## src/rtl/div_by_five_pkg.sv

```systemverilog
// Shared types for the divide-by-five arbiter slice.
package div_by_five_pkg;

    localparam int unsigned DEFAULT_WIDTH = 8;

    typedef enum logic [1:0] {
        IDLE  = 2'd0,
        ISSUE = 2'd1,
        WAIT  = 2'd2,
        RESP  = 2'd3
    } arb_state_t;

endpackage

```

## src/rtl/rr_priority_picker.sv

```systemverilog
// Combinational round-robin pick: first valid requester at or above i_ptr, wrapping.
module rr_priority_picker #(
    parameter  int unsigned NUM_REQ = 4,
    localparam int unsigned IDX_W   = $clog2(NUM_REQ)
) (
    input  logic [NUM_REQ-1:0] i_req_val,
    input  logic [IDX_W-1:0]   i_ptr,
    output logic               o_any,
    output logic [IDX_W-1:0]   o_grant_idx
);

    logic [IDX_W-1:0] w_idx;

    always_comb begin
        o_any       = 1'b0;
        o_grant_idx = '0;
        w_idx       = '0;
        for (int unsigned i = 0; i < NUM_REQ; i++) begin
            w_idx = IDX_W'((32'(i_ptr) + i) % NUM_REQ);
            if (!o_any && i_req_val[w_idx]) begin
                o_any       = 1'b1;
                o_grant_idx = w_idx;
            end
        end
    end

endmodule

```

## src/rtl/div_by_five_arbiter.sv

```systemverilog
// Shares one divide-by-five unit among NUM_REQ requesters, one transaction in flight.
module div_by_five_arbiter
    import div_by_five_pkg::*;
#(
    parameter  int unsigned NUM_REQ = 4,
    parameter  int unsigned WIDTH   = DEFAULT_WIDTH,
    localparam int unsigned IDX_W   = $clog2(NUM_REQ)
) (
    input  logic                     clk,
    input  logic                     rst,
    input  logic [NUM_REQ-1:0]       i_req_val,
    input  logic [NUM_REQ*WIDTH-1:0] i_req_msg,
    output logic [NUM_REQ-1:0]       o_req_rdy,
    output logic [NUM_REQ-1:0]       o_resp_val,
    output logic [NUM_REQ*WIDTH-1:0] o_resp_msg,
    input  logic [NUM_REQ-1:0]       i_resp_rdy,
    output logic                     o_unit_in_val,
    output logic [WIDTH-1:0]         o_unit_in_msg,
    input  logic                     i_unit_in_rdy,
    input  logic                     i_unit_out_val,
    input  logic [WIDTH-1:0]         i_unit_out_msg,
    output logic                     o_unit_out_rdy
);

    arb_state_t       r_state;
    arb_state_t       w_next_state;
    logic [IDX_W-1:0] r_grant_id;
    logic [IDX_W-1:0] r_ptr;
    logic [WIDTH-1:0] r_op;
    logic [WIDTH-1:0] r_res;

    logic             w_any;
    logic [IDX_W-1:0] w_grant_idx;
    logic             w_req_fire;
    logic             w_resp_fire;
    logic [IDX_W-1:0] w_ptr_next;

    rr_priority_picker #(
        .NUM_REQ (NUM_REQ)
    ) u_picker (
        .i_req_val   (i_req_val),
        .i_ptr       (r_ptr),
        .o_any       (w_any),
        .o_grant_idx (w_grant_idx)
    );

    // The picker only selects a lane whose req_val is set, so rdy implies a handshake.
    assign w_req_fire  = (r_state == IDLE) && w_any;
    assign w_resp_fire = (r_state == RESP) && i_resp_rdy[r_grant_id];
    assign w_ptr_next  = (r_grant_id == IDX_W'(NUM_REQ - 1)) ? '0 : r_grant_id + IDX_W'(1);

    always_ff @(posedge clk) begin
        if (rst) begin
            r_state <= IDLE;
        end else begin
            r_state <= w_next_state;
        end
    end

    always_comb begin
        w_next_state = r_state;
        case (r_state)
            IDLE:    if (w_req_fire)     w_next_state = ISSUE;
            ISSUE:   if (i_unit_in_rdy)  w_next_state = WAIT;
            WAIT:    if (i_unit_out_val) w_next_state = RESP;
            RESP:    if (w_resp_fire)    w_next_state = IDLE;
            default:                     w_next_state = IDLE;
        endcase
    end

    always_comb begin
        o_req_rdy      = '0;
        o_resp_val     = '0;
        o_unit_in_val  = 1'b0;
        o_unit_in_msg  = '0;
        o_unit_out_rdy = 1'b0;
        case (r_state)
            IDLE:    if (w_any) o_req_rdy[w_grant_idx] = 1'b1;
            ISSUE: begin
                o_unit_in_val = 1'b1;
                o_unit_in_msg = r_op;
            end
            WAIT:    o_unit_out_rdy = 1'b1;
            RESP:    o_resp_val[r_grant_id] = 1'b1;
            default: ;
        endcase
    end

    // Every response lane carries the result; only the owner's valid is raised.
    assign o_resp_msg = {NUM_REQ{r_res}};

    always_ff @(posedge clk) begin
        if (rst) begin
            r_grant_id <= '0;
            r_ptr      <= '0;
            r_op       <= '0;
            r_res      <= '0;
        end else begin
            if (w_req_fire) begin
                r_grant_id <= w_grant_idx;
                r_op       <= i_req_msg[w_grant_idx*WIDTH +: WIDTH];
            end
            if ((r_state == WAIT) && i_unit_out_val) begin
                r_res <= i_unit_out_msg;
            end
            if (w_resp_fire) begin
                r_ptr <= w_ptr_next;
            end
        end
    end

endmodule

```

## config.mk

```make
export PLATFORM = sky130hd
export DESIGN_NAME = div_by_five_arbiter
export DESIGN_NICKNAME = d
export VERILOG_FILES = /design/src/rtl/div_by_five_pkg.sv /design/src/rtl/rr_priority_picker.sv /design/src/rtl/div_by_five_arbiter.sv
export SDC_FILE = /design/constraint.sdc
export NUM_CORES = 1
export LEC_CHECK = 0
export ABC_AREA = 1
export CAP_MARGIN = 25
export CORE_AREA = 2 2 99 53
export CTS_CLUSTER_SIZE = 24
export DETAILED_ROUTE_END_ITERATION = 16
export DIE_AREA = 0 0 101 55
export GPL_TIMING_DRIVEN = 0
export PLACE_DENSITY_LB_ADDON = 0.1
export SLEW_MARGIN = 20
export SYNTH_ARGS = -nofsm -noshare
export SYNTH_HDL_FRONTEND = slang
export SYNTH_HIERARCHICAL = 1
export SYNTH_SLANG_ARGS = --single-unit
export TNS_END_PERCENT = 20
```

## constraint.sdc

```tcl
create_clock -name clk -period 3.6 [get_ports clk]
set_input_delay 0.54 -clock clk [delete_from_list [all_inputs] [get_ports clk]]
set_output_delay 0.54 -clock clk [all_outputs]
set_load 0.01 [all_outputs]
```

==> flow_summary.toml, run 1 <==
[synth]
synth.most_common_cell = "nor2_1"
synthTopCellsByArea = "dfxtp_1 23%, nor2_1 11%, buf_4 9.2%"
syn_area_mm2 = 0.00195
synth_top_area_cell = "dfxtp_1"
synth-edff-count = 0
synthTopCellsByCount = "56 x nor2_1, 48 x nand2_1, 37 x inv_1"
synth_top_flop_cell = "dfxtp_1"
syn_area_per_cell_um2 = 6.39
netlist-cell-type-count = 27
ys_ff_latch = 22
synth_top_area_share = 0.226
synth_nets = 366
yosysSeqAreaShare = 0.226
ys_warn_count = 6
async_flop_share = 0
syn-instance-count = 305

[global_route]
grt_max_degree = 13
antenna_found_initial = 0
grt-ovfl-total = 0
grt_usage = 0.198
grt_pass1_vias = 1947
grt_pass1_wl_um = 8680

[floorplan]
die_h_um = 55
start_util = 0.412
die_w_um = 101
ios = 102
core-area_mm2 = 0.00473
dieArea_mm2 = 0.00556
rows = 18

[routing]
first_iter_violations = 113
vias_per_cell = 4.51
finalWirelength_um = 5320
num_vias = 2118
detail_route.first_pass.iterations = 4
wl_per_cell_um = 11.3
drc = 0
antenna_left = 0

[finish]
antennaDiodeCount = 0
drive_above_1_share = 0.193
area_delta_synth_final_pct = 58.6
nets = 472

[clocking]
clkSinkCount = 22
cts_resized = 0
h-tree-depth = 1
cts_root_buf = "clkbuf_8"
cts_tree = "yes"
cts.path.max_buffers = 2
postCtsSetupBuffers = 0
cts_buffers = 3
clock_latency_ns = 0.26
path_clk_slew_ns = 0.08
hold_buffers = 0

[placed_design]
portBuffers = 101
gp_congestion = 0.790
dpl.hpwl_um = 4350

[hold_path]
hold_path_class = "reg2reg"

[critical_path]
cp-start-kind = "input port"
r2r-start = "r_ptr[0]"
cp_data_arrival_time_ns = 2.83
crit_end = "o_req_rdy[1]"
rrSetupSlack_ns = 1.58
critPathKind = "in2out"
end_kind = "primary output"
reg2reg_depth = 16
worstSetupStartpoint = "i_req_val[0]"
critPathRequiredTime_ns = 3.06
r2r-end = "r_op[6]"
worstPathMaxFanout = 10

[sta]
period_share = 0.937
rsz0062_at_grt = "false"
fmax_mhz = 296
holdWs_ns = 0.522
layout_min_cycle_time_ns = 3.37
finalSetupViolCount = 0
slew_headroom = 0.686
hold_violations = 0
clock_skew_ns = 0.00123
slew_viol_final = 0
tightest_slew_ns = 0.471
fin_tns_setup_ns = 0

[outcome]
status = "finished clean"

[power]
p_per_area_mw_per_mm2 = 535
leakagePower_nw = 1.47
ir_worst_vdd_mv = 0.246

[run]
maxCapViolCount = 0
[flip-flops by register name, indices dropped and copies added, names as in the netlist]
register	count
r_grant_id	2
r_op	8
r_ptr	2
r_res	8
r_state	2
[per-layer routing]
layer / vias up / routed length, um / global-route usage
met5: - / 0 / 0
met4: 0 / 35 / 0.0383
met3: 4 / 361 / 0.0490
met2: 72 / 2260 / 0.337
met1: 921 / 2670 / 0.262
li1: 1121 / - / -
[worst min path at each step]
stage	startpoint	depth (start not counted)	end
floorplan	r_ptr[0]	2	r_ptr[0]
global placement	r_ptr[0]	2	r_ptr[0]
detailed placement	r_ptr[0]	2	r_ptr[0]
CTS	r_ptr[0]	2	r_ptr[0]
global route	r_ptr[0]	2	r_ptr[0]
finish	r_ptr[0]	2	r_ptr[0]
[per-stage QoR]
stage               cells  area (um2)  power [mW]   util  setup slack [ns]
floorplan             305        1950        1.07      -              1.30
global placement      466        3030        1.45  0.642             0.251
detailed placement    466        3030        1.47  0.642             0.210
CTS                   470        3090        1.67  0.653             0.197
global route          470        3090        1.81  0.653            0.0374
finish                470        3090        1.65  0.653             0.226
[placed cells by master (no fill, tap or decap), types with 2 or more instances in the layout]
master	n
inv_2	5
a21oi_1	6
buf_4	24
nor2_4	2
buf_2	2
clkbuf_8	5
buf_6	4
nor2_2	11
nor2_1	56
inv_1	37
nand3_2	6
clkdlybuf4s50_1	101
nand3_1	6
o21ai_0	11
nand2_4	3
nand2_1	48
o21ai_1	30
ha_1	9
nand2_2	14
dfxtp_1	22
[cell type report]
| cell class | instances | area, um2 |
|---|---|---|
| fillers | 428 | 1640 |
| multi-input cells | 207 | 1080 |
| repair buffers | 101 | 1010 |
| flip-flops and latches | 22 | 440 |
| plain buffers | 33 | 268 |
| inverters | 43 | 164 |
| well taps | 60 | 75.1 |
| clock buffers | 4 | 55.1 |
[worst max-delay path, stage by stage]
cell and delay [ns]:
clkdlybuf4s50_1 0.42, inv_1 0.08, nand2_1 0.10, nand3_2 0.11, nand2_4 0.07, nor2_4 0.14, nand3_2 0.06, nand2_1 0.05
nand2_1 0.05, inv_1 0.07, buf_6 0.14, inv_4 0.07, buf_6 0.15, nor3_1 0.20, clkdlybuf4s50_1 0.57
[power breakdown]
part | leakage (nW) | internal (mW) | total (mW) | switching (mW)
Clock | 0.0288 | 0.0976 | 0.181 | 0.0832
Sequential | 0.181 | 0.322 | 0.391 | 0.0688
Combinational | 1.26 | 0.532 | 1.08 | 0.550
[cell families after synthesis]
family                     share of synthesized area
DFF                                            0.226
AOI/OAI and AO/OA                              0.129
and+or+nand+nor                                0.365
buffers and inverters                          0.222
adders and majority gates                     0.0578
(Power assumes the default switching activity.)
==> run 2, diff against run 1 <==
--- a/config.mk
+++ b/config.mk
@@ -7,10 +7,11 @@
 export LEC_CHECK = 0
 export ABC_AREA = 1
 export CAP_MARGIN = 25
-export CORE_AREA = 2 2 99 53
+export CORE_AREA = 2 2 97 52
 export CTS_CLUSTER_SIZE = 24
 export DETAILED_ROUTE_END_ITERATION = 16
-export DIE_AREA = 0 0 101 55
+export DIE_AREA = 0 0 99 54
+export DONT_BUFFER_PORTS = 1
 export GPL_TIMING_DRIVEN = 0
 export PLACE_DENSITY_LB_ADDON = 0.1
 export SLEW_MARGIN = 20
==> run 2 against run 1 <==
Net effect:
- register-to-register slack better by 0.03 ns
- final area down 33%
- global-route usage down 3.2 points
- clock-buffer cell count down 1
- clock power down 14%
- hold slack worse by 0.087 ns
- largest power group unchanged
- highest routed layer unchanged
==> flow_summary.toml, run 2 (synthesis gave the netlist of run 1 again) <==
[outcome]
status = "finished clean"

[sta]
slew_headroom = 0.701
layout_min_cycle_time_ns = 2.69
rsz0062_at_grt = "false"
slew_viol_final = 0
fmax_mhz = 371
fin_tns_setup_ns = 0
tightest_slew_ns = 0.449
period_share = 0.748
clock_skew_ns = 0.00636
setup_ws_ns = 0.905
finalSetupViolCount = 0
holdWs_ns = 0.436
hold_violations = 0

[critical_path]
critPathRequiredTime_ns = 3.06
cp_data_arrival_time_ns = 2.15
end_kind = "primary output"
worstPathMaxFanout = 10
cp-start-kind = "flip-flop"
critPathKind = "reg2out"

[finish]
fin_cells = 368
largest_registers = "r_op x8, r_res x8"
layout_common_cells = "56 x nor2_1, 48 x nand2_1, 37 x inv_1"
nets = 371
area_delta_synth_final_pct = 5.97
drive_above_1_share = 0.253
antennaDiodeCount = 0
finish.utilization = 0.447
final_common_cell = "nor2_1"

[power]
p_per_area_mw_per_mm2 = 656
ir_worst_vdd_mv = 0.230
leakagePower_nw = 1.09

[clocking]
cts_resized = 0
cts_tree = "yes"
path_clk_slew_ns = 0.08
cts.path.max_buffers = 2
cts_buffers = 3
clkSinkCount = 22
postCtsSetupBuffers = 0
hold_buffers = 0
h-tree-depth = 1
clock_latency_ns = 0.27
cts_root_buf = "clkbuf_8"

[routing]
finalWirelength_um = 4370
detail_route.first_pass.iterations = 4
first_iter_violations = 72
wl_per_cell_um = 11.9
vias_per_cell = 4.68
drc = 0
antenna_left = 0
num_vias = 1722

[floorplan]
start_util = 0.422
dieArea_mm2 = 0.00535
rows = 18
die_w_um = 99
die_h_um = 54
core-area_mm2 = 0.00462
ios = 102

[placed_design]
gp_congestion = 0.826
dpl_worst_slack_ns = 1.12
portBuffers = 0
dpl.hpwl_um = 3590
dp.cells = 365

[global_route]
antenna_found_initial = 0
grt-ovfl-total = 0
grt_pass1_wl_um = 6960
grt_max_degree = 12
grt_pass1_vias = 1447
grt_usage = 0.166

[run]
maxCapViolCount = 0

[hold_path]
hold_path_class = "in2reg"
==> run 2: cell count changes in the layout (fill, tap and decap cells not counted) <==
cell | before | now
clkbuf_8 | 5 | 4
clkdlybuf4s50_1 | 101 | 0
==> run 2: report_power, final <==
part,internal (mW),leakage [nW],switching (mW)
combinational,0.311,0.892,0.492
clock,0.0749,0.0216,0.0807
sequential,0.322,0.181,0.0741
==> run 2: final cells by class <==
class                   count  area (um2)
plain buffers              33         268
clock buffers               3        41.3
fillers                   495        2550
inverters                  43         164
multi-input cells         207        1080
flip-flops and latches     22         440
well taps                  60        75.1
==> run 2: worst paths after layout <==
path,cells past startpoint,endpoint,slack [ns],startpoint
setup reg to reg,17,r_op[4],1.61,r_ptr[1]
hold reg to reg,2,r_ptr[0],0.51,r_ptr[0]
hold / removal,3,r_op[0],0.44,rst
setup / recovery,14,o_req_rdy[1],0.91,r_ptr[1]
==> run 2: through the flow <==
| stage | power (mW) | cell area [um2] |
|---|---|---|
| 6_report | 1.36 | 2060 |
| 5_1_grt | 1.51 | 2060 |
| 4_1_cts | 1.37 | 2060 |
| 3_5_place_dp | 1.21 | 2020 |
| 3_3_place_gp | 1.20 | 2020 |
| 2_1_floorplan | 1.07 | 1950 |
==> run 2: metal layers <==
metal,routed length [um],part of all wire,vias up,track usage
met5,0,0,-,0
met4,25,0.0057,0,0.0274
met3,262,0.060,4,0.0429
met2,1740,0.40,52,0.234
met1,2340,0.53,743,0.252
li1,-,-,923,-
==> run 2: critical path, cell delays in order (launching register included) <==
cell and delay (ns):
dfxtp_1 0.45, inv_2 0.12, nand2_2 0.08, nand2_2 0.06, nand2_2 0.07, nand2_2 0.06
nor2_4 0.12, nand3_2 0.07, nand2_1 0.06, nand2_1 0.04, inv_1 0.06, buf_6 0.14
inv_4 0.07, buf_6 0.15, nor3_1 0.34
==> edit: new RTL, config.mk and constraints of run 1 <==
Re-encode `arb_state_t` (4 states) as one-hot, 4 bits wide.
--- a/src/rtl/div_by_five_pkg.sv
+++ b/src/rtl/div_by_five_pkg.sv
@@ -3,11 +3,11 @@
 
     localparam int unsigned DEFAULT_WIDTH = 8;
 
-    typedef enum logic [1:0] {
-        IDLE  = 2'd0,
-        ISSUE = 2'd1,
-        WAIT  = 2'd2,
-        RESP  = 2'd3
+    typedef enum logic [3:0] {
+        IDLE  = 4'b0001,
+        ISSUE = 4'b0010,
+        WAIT  = 4'b0100,
+        RESP  = 4'b1000
     } arb_state_t;
 
 endpackage
Function: same outputs for any inputs over 10 cycles, from zero or initial values and one cycle with rst high; not proved beyond that.
==> edit against run 1 <==
Area after synthesis decreased by 4.6%; routed wire length increased by 2.1%; cell count decreased by 2.8%; global-route usage decreased by 0.090 points; setup slack improved by 28 ps; final area decreased by 3.1%; sequential cell count increased by 2; highest routed layer unchanged.
Power is not compared: it rests on default switching activity, and its combinational part moved more than twofold at a synthesized area within 25%.
==> edit: results (changes against run 1) <==
Logic synthesis
  – Sequential fraction of the synthesis area: 25.9% (+3.3 points)
  – Syn avg cell area: 6.34 sq um (-0.72%)
  – Compound-cell area share of the yosys netlist: 14.0% (+1.1 points)
  – Top cells by area, synth: dfxtp_1 26%, nor2_1 11%, buf_4 11%
  – Synth Area in Adders: 2.69% (-3.1 points)
  – Syn nets: 349 (-4.6%)
  – Top cells by count, synth: 55 x nor2_1, 41 x nand2_1, 29 x inv_1

Route
  – Initial DRC count: 56 (-50%)
  – Drt total wl: 5430 um (+2.1%)
  – Met2 routed wirelength: 2250 um (-0.40%)
  – Metal-1 WL: 2850 um (+6.7%)
  – Metal3 WL: 325 um (-10%)

Cells and area
  – Layout fillers: 438 (+2.3%)
  – Layout cells sized above 1: 16.6% (-2.6 points)
  – Cell area after layout: 2990 sq um (-3.1%)
  – Final nets: 454 (-3.8%)
  – Largest registers: r_op: 8 flops, r_res: 8 flops, r_state: 4 flops

Global routing
  – Met2 GRT Util: 32.1% (-1.6 points)
  – Largest net degree at the start of global routing: 14 (+1)
  – First-pass GRT wire length: 8550 um (-1.5%)
  – GRT met3 Usage: 4.65% (-0.25 points)

STA
  – Final Skew: 4.42 ps (+3.19 ps)
  – Slew Limit Headroom: 66.7% (-2.0 points)
  – Final hold slack: 514 ps (-8.21 ps)

Setup path
  – FF-to-FF setup slack: 1510 ps (-70 ps)
  – CP arrival: 2810 ps (-20 ps)
  – RR Endpoint: r_op[1]
  – RR Startpoint: r_ptr[1]
  – Worst Reg2Reg Path Length in Cells: 13 (-3)

Place
  – Global placement routability congestion: 0.857 (+8.4%)
  – Detailed placement HPWL: 4380 um (+0.67%)
  – # port buffers: 100 (-0.99%)
  – Area after DPL: 2930 sq um (-3.3%)

Status
  – Status: complete, no violations
-- edit: worst max path at each step --
stage,slack [ps],cells after the start,endpoint,start
6_report,250,12,o_req_rdy[2],i_req_val[2]
5_1_grt,30,12,o_req_rdy[2],i_req_val[2]
4_1_cts,180,12,o_req_rdy[2],i_req_val[2]
3_5_place_dp,200,12,o_req_rdy[2],i_req_val[2]
3_3_place_gp,180,12,o_req_rdy[2],i_req_val[2]
2_1_floorplan,1320,10,o_req_rdy[2],i_req_val[3]
-- edit: logic make-up (layout without fill, tap and decap cells) --
group | after synthesis | after routing
adder cells (fa/ha/maj) | 4 | 4
flip-flops | 24 | 24
AO/OA/AOI/OAI | 49 | 49
AND/OR/NAND/NOR | 147 | 147
buffers and inverters | 69 | 173
-- edit: area by class of cell --
| type | instances | share of cell area, % |
|---|---|---|
| Inverter | 35 | 4.52 |
| Multi-Input combinational cell | 200 | 33.4 |
| Clock buffer | 4 | 1.84 |
| Tap cell | 60 | 2.51 |
| Timing Repair Buffer | 100 | 33.4 |
| Buffer | 34 | 8.24 |
| Sequential cell | 24 | 16.1 |
-- edit: power by group --
| group | total, W | internal, W | leakage, nW | switching (W) |
|---|---|---|---|---|
| registers | 0.000319 | 0.000298 | 0.196 | 0.0000206 |
| clock network | 0.000182 | 0.0000977 | 0.0288 | 0.0000840 |
| logic | 0.000293 | 0.000141 | 1.06 | 0.000152 |
| total | 0.000794 | 0.000537 | 1.28 | 0.000257 |
-- edit: worst max-delay path: cells and delay by family --
kind | cells | cell delay [ps]
simple gates | 7 | 790
buf+inv | 5 | 1470
-- edit: repair_timing --
action	in CTS	in global routing
setup endpoints to repair	0	1
resized for setup	0	1
hold buffers	0	0
